<file path="src/rtl/truth_table_sweep_if.sv">
// Handshake and result bundle between the sweep stage and its user.
// master: sweep side (drives B/C/D and results); slave: user/circuit side.
interface truth_table_sweep_if;
    logic       start;
    logic       Y;
    logic       B;
    logic       C;
    logic       D;
    logic       busy;
    logic       done;
    logic [7:0] minterms;
    logic [3:0] ones;

    modport master (
        input  start, Y,
        output B, C, D, busy, done, minterms, ones
    );

    modport slave (
        output start, Y,
        input  B, C, D, busy, done, minterms, ones
    );
endinterface

</file>
<file path="src/rtl/truth_table_sweep.sv">
// Steps {B,C,D} through 000..111, holds each HOLD cycles, captures Y.
// Ports: clk, rst (async, active-high), bus (master): start/Y in; B,C,D,busy,done,minterms,ones out.
module truth_table_sweep #(
    parameter int unsigned HOLD = 1
) (
    input  logic                 clk,
    input  logic                 rst,
    truth_table_sweep_if.master  bus
);
    typedef enum logic [1:0] {
        IDLE,
        APPLY,
        DONE
    } state_e;

    localparam logic [3:0] HOLD_LAST = 4'(HOLD - 1);

    state_e     state_q, state_d;
    logic [2:0] idx_q, idx_d;
    logic [3:0] hold_q, hold_d;
    logic [7:0] mint_q, mint_d;
    logic [3:0] ones_q, ones_d;

    always_ff @(posedge clk or posedge rst) begin
        if (rst) begin
            state_q <= IDLE;
            idx_q   <= '0;
            hold_q  <= '0;
            mint_q  <= '0;
            ones_q  <= '0;
        end else begin
            state_q <= state_d;
            idx_q   <= idx_d;
            hold_q  <= hold_d;
            mint_q  <= mint_d;
            ones_q  <= ones_d;
        end
    end

    always_comb begin
        state_d = state_q;
        idx_d   = idx_q;
        hold_d  = hold_q;
        mint_d  = mint_q;
        ones_d  = ones_q;
        unique case (state_q)
            IDLE: begin
                if (bus.start) begin
                    state_d = APPLY;
                    idx_d   = '0;
                    hold_d  = '0;
                    mint_d  = '0;
                    ones_d  = '0;
                end
            end
            APPLY: begin
                // hold_q only ever counts up from 0, so equality is enough
                if (hold_q != HOLD_LAST) begin
                    hold_d = hold_q + 4'd1;
                end else begin
                    mint_d[idx_q] = bus.Y;
                    ones_d        = ones_q + {3'b000, bus.Y};
                    if (idx_q != 3'd7) begin
                        idx_d  = idx_q + 3'd1;
                        hold_d = '0;
                    end else begin
                        state_d = DONE;
                    end
                end
            end
            DONE: begin
                state_d = IDLE;
            end
            default: begin
                state_d = IDLE;
            end
        endcase
    end

    // Stimulus is the index register itself, so it is registered
    assign bus.B        = idx_q[2];
    assign bus.C        = idx_q[1];
    assign bus.D        = idx_q[0];
    assign bus.busy     = (state_q == APPLY);
    assign bus.done     = (state_q == DONE);
    assign bus.minterms = mint_q;
    assign bus.ones     = ones_q;
endmodule

</file>
<file path="src/flat_wrapper.sv">
// flat-port wrapper written by rule: the top's interface ports become plain ports
module truth_table_sweep_flat 
#(
    parameter int unsigned HOLD = 1
)
  (clk, rst, bus_start, bus_Y, bus_B, bus_C, bus_D, bus_busy, bus_done, bus_minterms, bus_ones);
  truth_table_sweep_if bus_i ();
  input  logic clk;
  input  logic rst;
  input wire logic [$bits(bus_i.start)-1:0] bus_start;
  input wire logic [$bits(bus_i.Y)-1:0] bus_Y;
  output wire logic [$bits(bus_i.B)-1:0] bus_B;
  output wire logic [$bits(bus_i.C)-1:0] bus_C;
  output wire logic [$bits(bus_i.D)-1:0] bus_D;
  output wire logic [$bits(bus_i.busy)-1:0] bus_busy;
  output wire logic [$bits(bus_i.done)-1:0] bus_done;
  output wire logic [$bits(bus_i.minterms)-1:0] bus_minterms;
  output wire logic [$bits(bus_i.ones)-1:0] bus_ones;
  assign bus_i.start = bus_start;
  assign bus_i.Y = bus_Y;
  assign bus_B = bus_i.B;
  assign bus_C = bus_i.C;
  assign bus_D = bus_i.D;
  assign bus_busy = bus_i.busy;
  assign bus_done = bus_i.done;
  assign bus_minterms = bus_i.minterms;
  assign bus_ones = bus_i.ones;
  truth_table_sweep #(.HOLD(HOLD)) u_core (.clk(clk), .rst(rst), .bus(bus_i));
endmodule
</file>
<file path="config.mk">
export PLATFORM = sky130hd
export DESIGN_NAME = truth_table_sweep_flat
export DESIGN_NICKNAME = d
export VERILOG_FILES = /design/src/rtl/truth_table_sweep_if.sv /design/src/rtl/truth_table_sweep.sv /design/src/flat_wrapper.sv
export SDC_FILE = /design/constraint.sdc
export NUM_CORES = 1
export LEC_CHECK = 0
export BUFFER_PORTS_ARGS = -buffer_cell sky130_fd_sc_hd__buf_2
export CORE_MARGIN = 5
export CORE_UTILIZATION = 58
export DETAILED_ROUTE_END_ITERATION = 16
export GPL_TIMING_DRIVEN = 0
export PLACE_DENSITY = 0.92
export RECOVER_POWER = 50
export REMOVE_ABC_BUFFERS = 1
export SLEW_MARGIN = 20
export SYNTH_ARGS = -nofsm -noshare
export SYNTH_HDL_FRONTEND = slang
export SYNTH_SLANG_ARGS = --single-unit
</file>
<file path="constraint.sdc">
create_clock -name clk -period 3.1 [get_ports clk]
set_input_delay 0.155 -clock clk [delete_from_list [all_inputs] [get_ports clk]]
set_output_delay 0.155 -clock clk [all_outputs]
set_load 0.02 [all_outputs]
</file>
; ---- Yosys cells after proc, flatten, opt, wreduce, memory -nomap -nowiden
; Cells that the tools add are included.
[word_totals]
ff_bits = 21
in_bits = 4
output_inout_bits = 17
word_cells = 46
[op_classes]
add_sub_neg = 3
order_cmp = 2
eq_ne = 8
muxes = 20
reduce_logical = 8
[op_table]
columns = cell, n
row1 = 4-bit 2-to-1 mux, 4
row2 = 8-bit 2-to-1 mux, 2
row3 = 4-bit one-hot mux with 2 select lines, 2
row4 = 8-bit one-hot mux with 2 select lines, 1
row5 = 3-bit 2-to-1 mux, 3
row6 = 3-bit AND reduction, 3
row7 = 8-bit bitwise mux, 1
row8 = 2-bit 2-to-1 mux, 3
row9 = 2-bit != test (second input constant), 3
row10 = 3-bit one-hot mux with 2 select lines, 1
row11 = 4-bit by 1-bit adder with 4-bit output, 1
row12 = 4-bit by 1-bit adder with 4-bit output (second input constant), 1
row13 = 3-bit by 4-bit < comparator with 1-bit output (second input constant), 1
row14 = 2-bit one-hot mux with 2 select lines, 1
row15 = 4-bit AND reduction, 1
row16 = 4-bit nonzero test, 1
row17 = 3-bit by 1-bit adder with 3-bit output (second input constant), 1
row18 = 1-bit demux with 3-bit select, 1
row19 = 3-bit by 1-bit >= comparator with 1-bit output (second input constant), 1
row20 = 3-bit by 1-bit != test with 1-bit output (second input constant), 1
row21 = 3-bit != test (second input constant), 1
row22 = 2-bit by 1-bit == test with 1-bit output (second input constant), 1
row23 = 2-bit == test (second input constant), 1
row24 = 2-bit logical NOT, 1
row25 = 4 further kinds, 4

; ---- Logic depth before layout (Yosys ltp)
[depth]
word_depth = 7
mapped_depth = 6
mapped_depth_nobuf = 5

; ---- Worst setup path after synthesis
; No wires, ideal clock.
[synth_timing]
kind = reg2reg
start = register u_core.idx_q[1]
end = register u_core.mint_q[2], in the netlist u_core.bus.minterms[2]
setup_ns = 0.132
t_arrival_ns = 1.309
t_required_ns = 2.968
path_slack_ns = 1.659
path_stages_with_launch = 5
n_path_buf = 1
period_less_slack_ns = 1.441
cell_sequence = dfrtp_1 > buf_4 > or3b_4 > a221oi_2 > o22ai_1
[synth_via]
elab_chain_cells = 7
elab_cells_between_ends = 8
cone_classes = order compare: 2 / mux: 5 / reduce/logical: 1
[synth_rtl]
columns = item, line
row1 = start: declaration, truth_table_sweep.sv:19  ; logic [2:0] idx_q, idx_d;
row2 = start signal: assignment, truth_table_sweep.sv:33  ; idx_q <= idx_d;
row3 = 3-bit by 4-bit < comparator with 1-bit output (implied by the code) or 3-bit by 1-bit >= comparator with 1-bit output (tied branches), truth_table_sweep.sv:61  ; mint_d[idx_q] = bus.Y;
row4 = 1-bit logical AND (implied by the code), truth_table_sweep.sv:61
row5 = 1-bit 2-to-1 mux (implied by the code), truth_table_sweep.sv:61
row6 = 1-bit demux with 3-bit select *, -
row7 = 8-bit bitwise mux *, truth_table_sweep.sv:61
row8 = 8-bit 2-to-1 mux *, truth_table_sweep.sv:58  ; if (hold_q != HOLD_LAST) begin
row9 = 8-bit one-hot mux with 2 select lines *, truth_table_sweep.sv:46  ; unique case (state_q)
row10 = end signal: assignment, truth_table_sweep.sv:35  ; mint_q <= mint_d;
row11 = end: declaration, truth_table_sweep.sv:21  ; logic [7:0] mint_q, mint_d;
; Every way passes the cells marked *; elsewhere a longest branch is shown, timed or not. The select of a mux whose other input is x is not followed.
; A chain may end at the register's enable or synchronous reset.

; ---- Worst setup path in the final report
[layout_timing]
start = register u_core.state_q[0]
end = register u_core.ones_q[3], in the netlist u_core.bus.ones[3]
[layout_via]
elab_chain_cells = 3
elab_cells_between_ends = 7
cone_classes = eq/ne: 3 / mux: 1 / reduce/logical: 3
[layout_rtl]
columns = item, line
row1 = start: declaration, truth_table_sweep.sv:18  ; state_e state_q, state_d;
row2 = start signal: assignment, truth_table_sweep.sv:32  ; state_q <= state_d;
row3 = 2-bit by 1-bit == test with 1-bit output or 2-bit logical NOT (tied branches), truth_table_sweep.sv:46
row4 = 2-bit != test (no source line) or 2-bit nonzero test (tied branches), -
row5 = 3-bit AND reduction (no source line), -
row6 = end signal: assignment, truth_table_sweep.sv:36  ; ones_q <= ones_d;
row7 = end: declaration, truth_table_sweep.sv:22  ; logic [3:0] ones_q, ones_d;
; Parallel ways exist; a longest one is shown, timed or not.

==> impl_results.md <==
- Root Buffer Master: sky130_fd_sc_hd__clkbuf_4
- Setup TNS: 0 ps
- First-iteration detailed-routing DRC count: 14
- WS Path Type: flop to flop
- Clock tree from TritonCTS: built
- Count of antenna-violating nets left after detailed routing: 0
- FF-to-FF path depth: 3
- First-pass GRT wire length: 4.50 mm
- Dominant delay contributor by cell family on the critical path: flip-flops
- Placer's final routability congestion estimate: 0.763
- Worst EP arrival: around 2400 ps
- Fraction of final layout cells with drive strength greater than 1: 19.1%
- Grt total ovfl: 0
- CTS H-tree lvls: 1
- Critical path startpoint category: flop
- Number of library cell types mapped by synthesis: 36
- Pre-CTS worst setup slack: 985 ps
- Destination of the critical timing path: u_core.bus.ones[3]
- Setup violation total in the final timing report: 0
- Number of search-and-repair iterations in the first detailed-routing pass: 4
- Nets@finish: 152
- Post-synthesis cell count: 126
- Unrepaired setup endpoints after global routing: false
- Worst-Margin Slew: 782 ps
- Drt drc: 0
- Power Density: 997 nW/um2
- Synthesized flop and latch total: 21
- Endpoint kind of the worst setup timing path: flop
- DIE HEIGHT: 58.0 um
- Standard cell with the maximum stage delay on the critical path: sky130_fd_sc_hd__dfrtp_1
- Count of cell instances traversed by the critical path: 3
- Starting Density: around 60%
- DIE AREA: 3360 um2
- Per-cell via count in the routed design: 6.17
- Largest net degree at the start of global routing: 22
- Via count of the first global-routing pass: about 1,100
- Min cycle time layout: about 2200 ps
- Worst Min Path Start: bus_Y
- Outcome: complete, no violations
- Input/output buffers: 20
- Layout overhead on the synthesized area: 4.78%
- Max-slew violation total from the final report: 0
- CP startpoint: u_core.state_q[0]
- Clock transition at the registers of the reported paths: 120 ps
- Clock Skews: approximately 2.8 ps
- Final routed wirelength across all metal layers: 2.63 mm
- Worst min-delay path class: primary input to flop
- Static Leak: 0.000627 uW
- Post-cts hold buffer count: 1
- Number of flops mapped to enable cells by yosys: 0
- Number of buffers created by CTS: 3
- Gr usage total: 17.1%
- Postcts setup bufs: 0
- Row count: 17
- Worst flop-to-flop path endpoint: u_core.bus.ones[3]
- Largest voltage drop on the vdd net: 0.794 mV
- Synth warnings: 0
- Routed length per instance: 15.5 um
- Slew Limit Headroom: 47.8%
- Sequential fraction of the synthesis area: between 30% and 40%
- Post-synth top flop: sky130_fd_sc_hd__dfrtp_1
- Proportion of synthesized flip-flops having asynchronous set or reset: 100%
- Period Utilization, post-route: 69.5%
- Crit path buffers/inverters: 0
- Clock latency on the worst-skew pair: between 300 and 400 ps
- Number of sinks driven by the clock tree: 21
- Top-level port count: 21
- Worst reg2reg path startpoint: u_core.state_q[0]
- Number of antenna violations at the first check in global routing: 0
- Post-detail-place hpwl: 1.85 mm
- CP Data Required Time: around 3300 ps
- Slowest stage delay, CP: 790 ps
- Core ar.: about 2200 um2
- Syn_area_per_cell: 10.6 um2
- Cells along the critical path: nand4bb_1, a211oi_2, mux2i_1
- Diode count: 0
- Upper clock frequency limit: 464 MHz
- Die width: 58.0 um
- Netlist area before placement: 1330 um2
- Gates resized, CTS repair: 0
- CTS Buffer Depth: 2
- Endpoints failing hold: 0
- Setup slack of the critical path after layout: 944 ps
- Peak fanout along the critical path: 18
- Reg-to-reg setup timing slack: 940 ps
- Via Count: 1,042
- Max capacitance violation total: 0
-- state kept, by name (all words and copies together), names as in the netlist --
name and flops:
u_core.bus.ones 4, u_core.state_q 2, u_core.hold_q 4, u_core.bus.minterms 8, u_core.idx_q 3
-- cell usage after synthesis, types with 2 or more instances --
| library cell | instances | area share (%) |
|---|---|---|
| sky130_fd_sc_hd__mux2i_1 | 7 | 5.3 |
| sky130_fd_sc_hd__buf_6 | 3 | 2.5 |
| sky130_fd_sc_hd__nand2_1 | 10 | 2.8 |
| sky130_fd_sc_hd__buf_4 | 6 | 3.4 |
| sky130_fd_sc_hd__nand2b_1 | 2 | 0.94 |
| sky130_fd_sc_hd__a22o_1 | 3 | 2.0 |
| sky130_fd_sc_hd__o22ai_1 | 7 | 3.3 |
| sky130_fd_sc_hd__nand3b_1 | 6 | 3.4 |
| sky130_fd_sc_hd__or3b_2 | 2 | 1.3 |
| sky130_fd_sc_hd__a21oi_1 | 2 | 0.75 |
| sky130_fd_sc_hd__ha_1 | 6 | 5.6 |
| sky130_fd_sc_hd__nand4_1 | 3 | 1.4 |
| sky130_fd_sc_hd__inv_1 | 16 | 4.5 |
| sky130_fd_sc_hd__or3b_4 | 2 | 1.7 |
| sky130_fd_sc_hd__dfrtp_1 | 21 | 39 |
| sky130_fd_sc_hd__a221oi_2 | 6 | 6.8 |
| sky130_fd_sc_hd__o211ai_1 | 3 | 1.7 |
| sky130_fd_sc_hd__nand3_1 | 3 | 1.1 |
-- metal layers --
| metal | wire, um | vias to the layer above | part of all wire [%] | track usage, % |
|---|---|---|---|---|
| li1 | - | 483 | - | - |
| met1 | 1090 | 516 | 42 | 20.5 |
| met2 | 1350 | 36 | 52 | 29.0 |
| met3 | 133 | 7 | 5.1 | 2.90 |
| met4 | 47 | 0 | 1.8 | 9.27 |
| met5 | 0 | - | 0 | 0 |
-- how the worst min path moves through the flow --
stage	slack, ps	cells after the start	endpoint
after CTS	170	3	u_core.bus.minterms[4]
after global placement	330	2	u_core.hold_q[3]
final	170	3	u_core.bus.minterms[4]
after global routing	180	3	u_core.bus.minterms[4]
after floorplan	130	1	u_core.bus.minterms[0]
after detailed placement	350	2	u_core.hold_q[3]
-- power by group --
part	internal [uW]	switching [uW]
clock network	50.4	85.7
registers	389	163
logic	295	410
total	734	659
-- stage by stage --
stage	hold slack [ps]	cells	util, %	total power [uW]	instance area (um2)
final	173	169	63.2	1390	1400
after detailed placement	350	164	62.2	1280	1380
after global placement	332	164	62.2	1220	1380
after CTS	165	169	63.9	1420	1410
after floorplan	132	116	-	1060	1240
after global routing	181	169	63.2	1510	1400
-- worst register-to-register path, stage by stage (launching register included) --
cell,delay (ps)
sky130_fd_sc_hd__dfrtp_1,790
sky130_fd_sc_hd__nand4bb_1,630
sky130_fd_sc_hd__a211oi_2,440
sky130_fd_sc_hd__mux2i_1,230
-- layout make-up --
type,count,area (um2)
tap,28,35.0
sequential,21,526
timing repair buffer,21,95.1
inverter,16,60.1
multi-input combinational,79,656
clock buffer,4,26.3
fill,187,815
-- kinds of logic after synthesis --
group           Yosys count  synth area share [%]
flops                    21                  39.4
buf+inv                  26                  11.4
compound gates           25                  17.8
mux                       8                  6.10
fa+ha+maj                 6                  5.63
simple gates             40                  19.6
-- placed cells by master, fill, tap and decap left out, drive strengths merged, types with 2 or more instances in the layout --
cell type and count:
a21oi 3, nand3 4, ha 6, nand2b 2, mux2i 7, o22ai 7, dfrtp 21, clkbuf 16
nand4 3, buf 8, a221oi 6, o211ai 3, or3b 4, nand2 10, inv 16, nor3b 2
nand3b 6, a22o 3
Power figures use the tool's default switching activity.
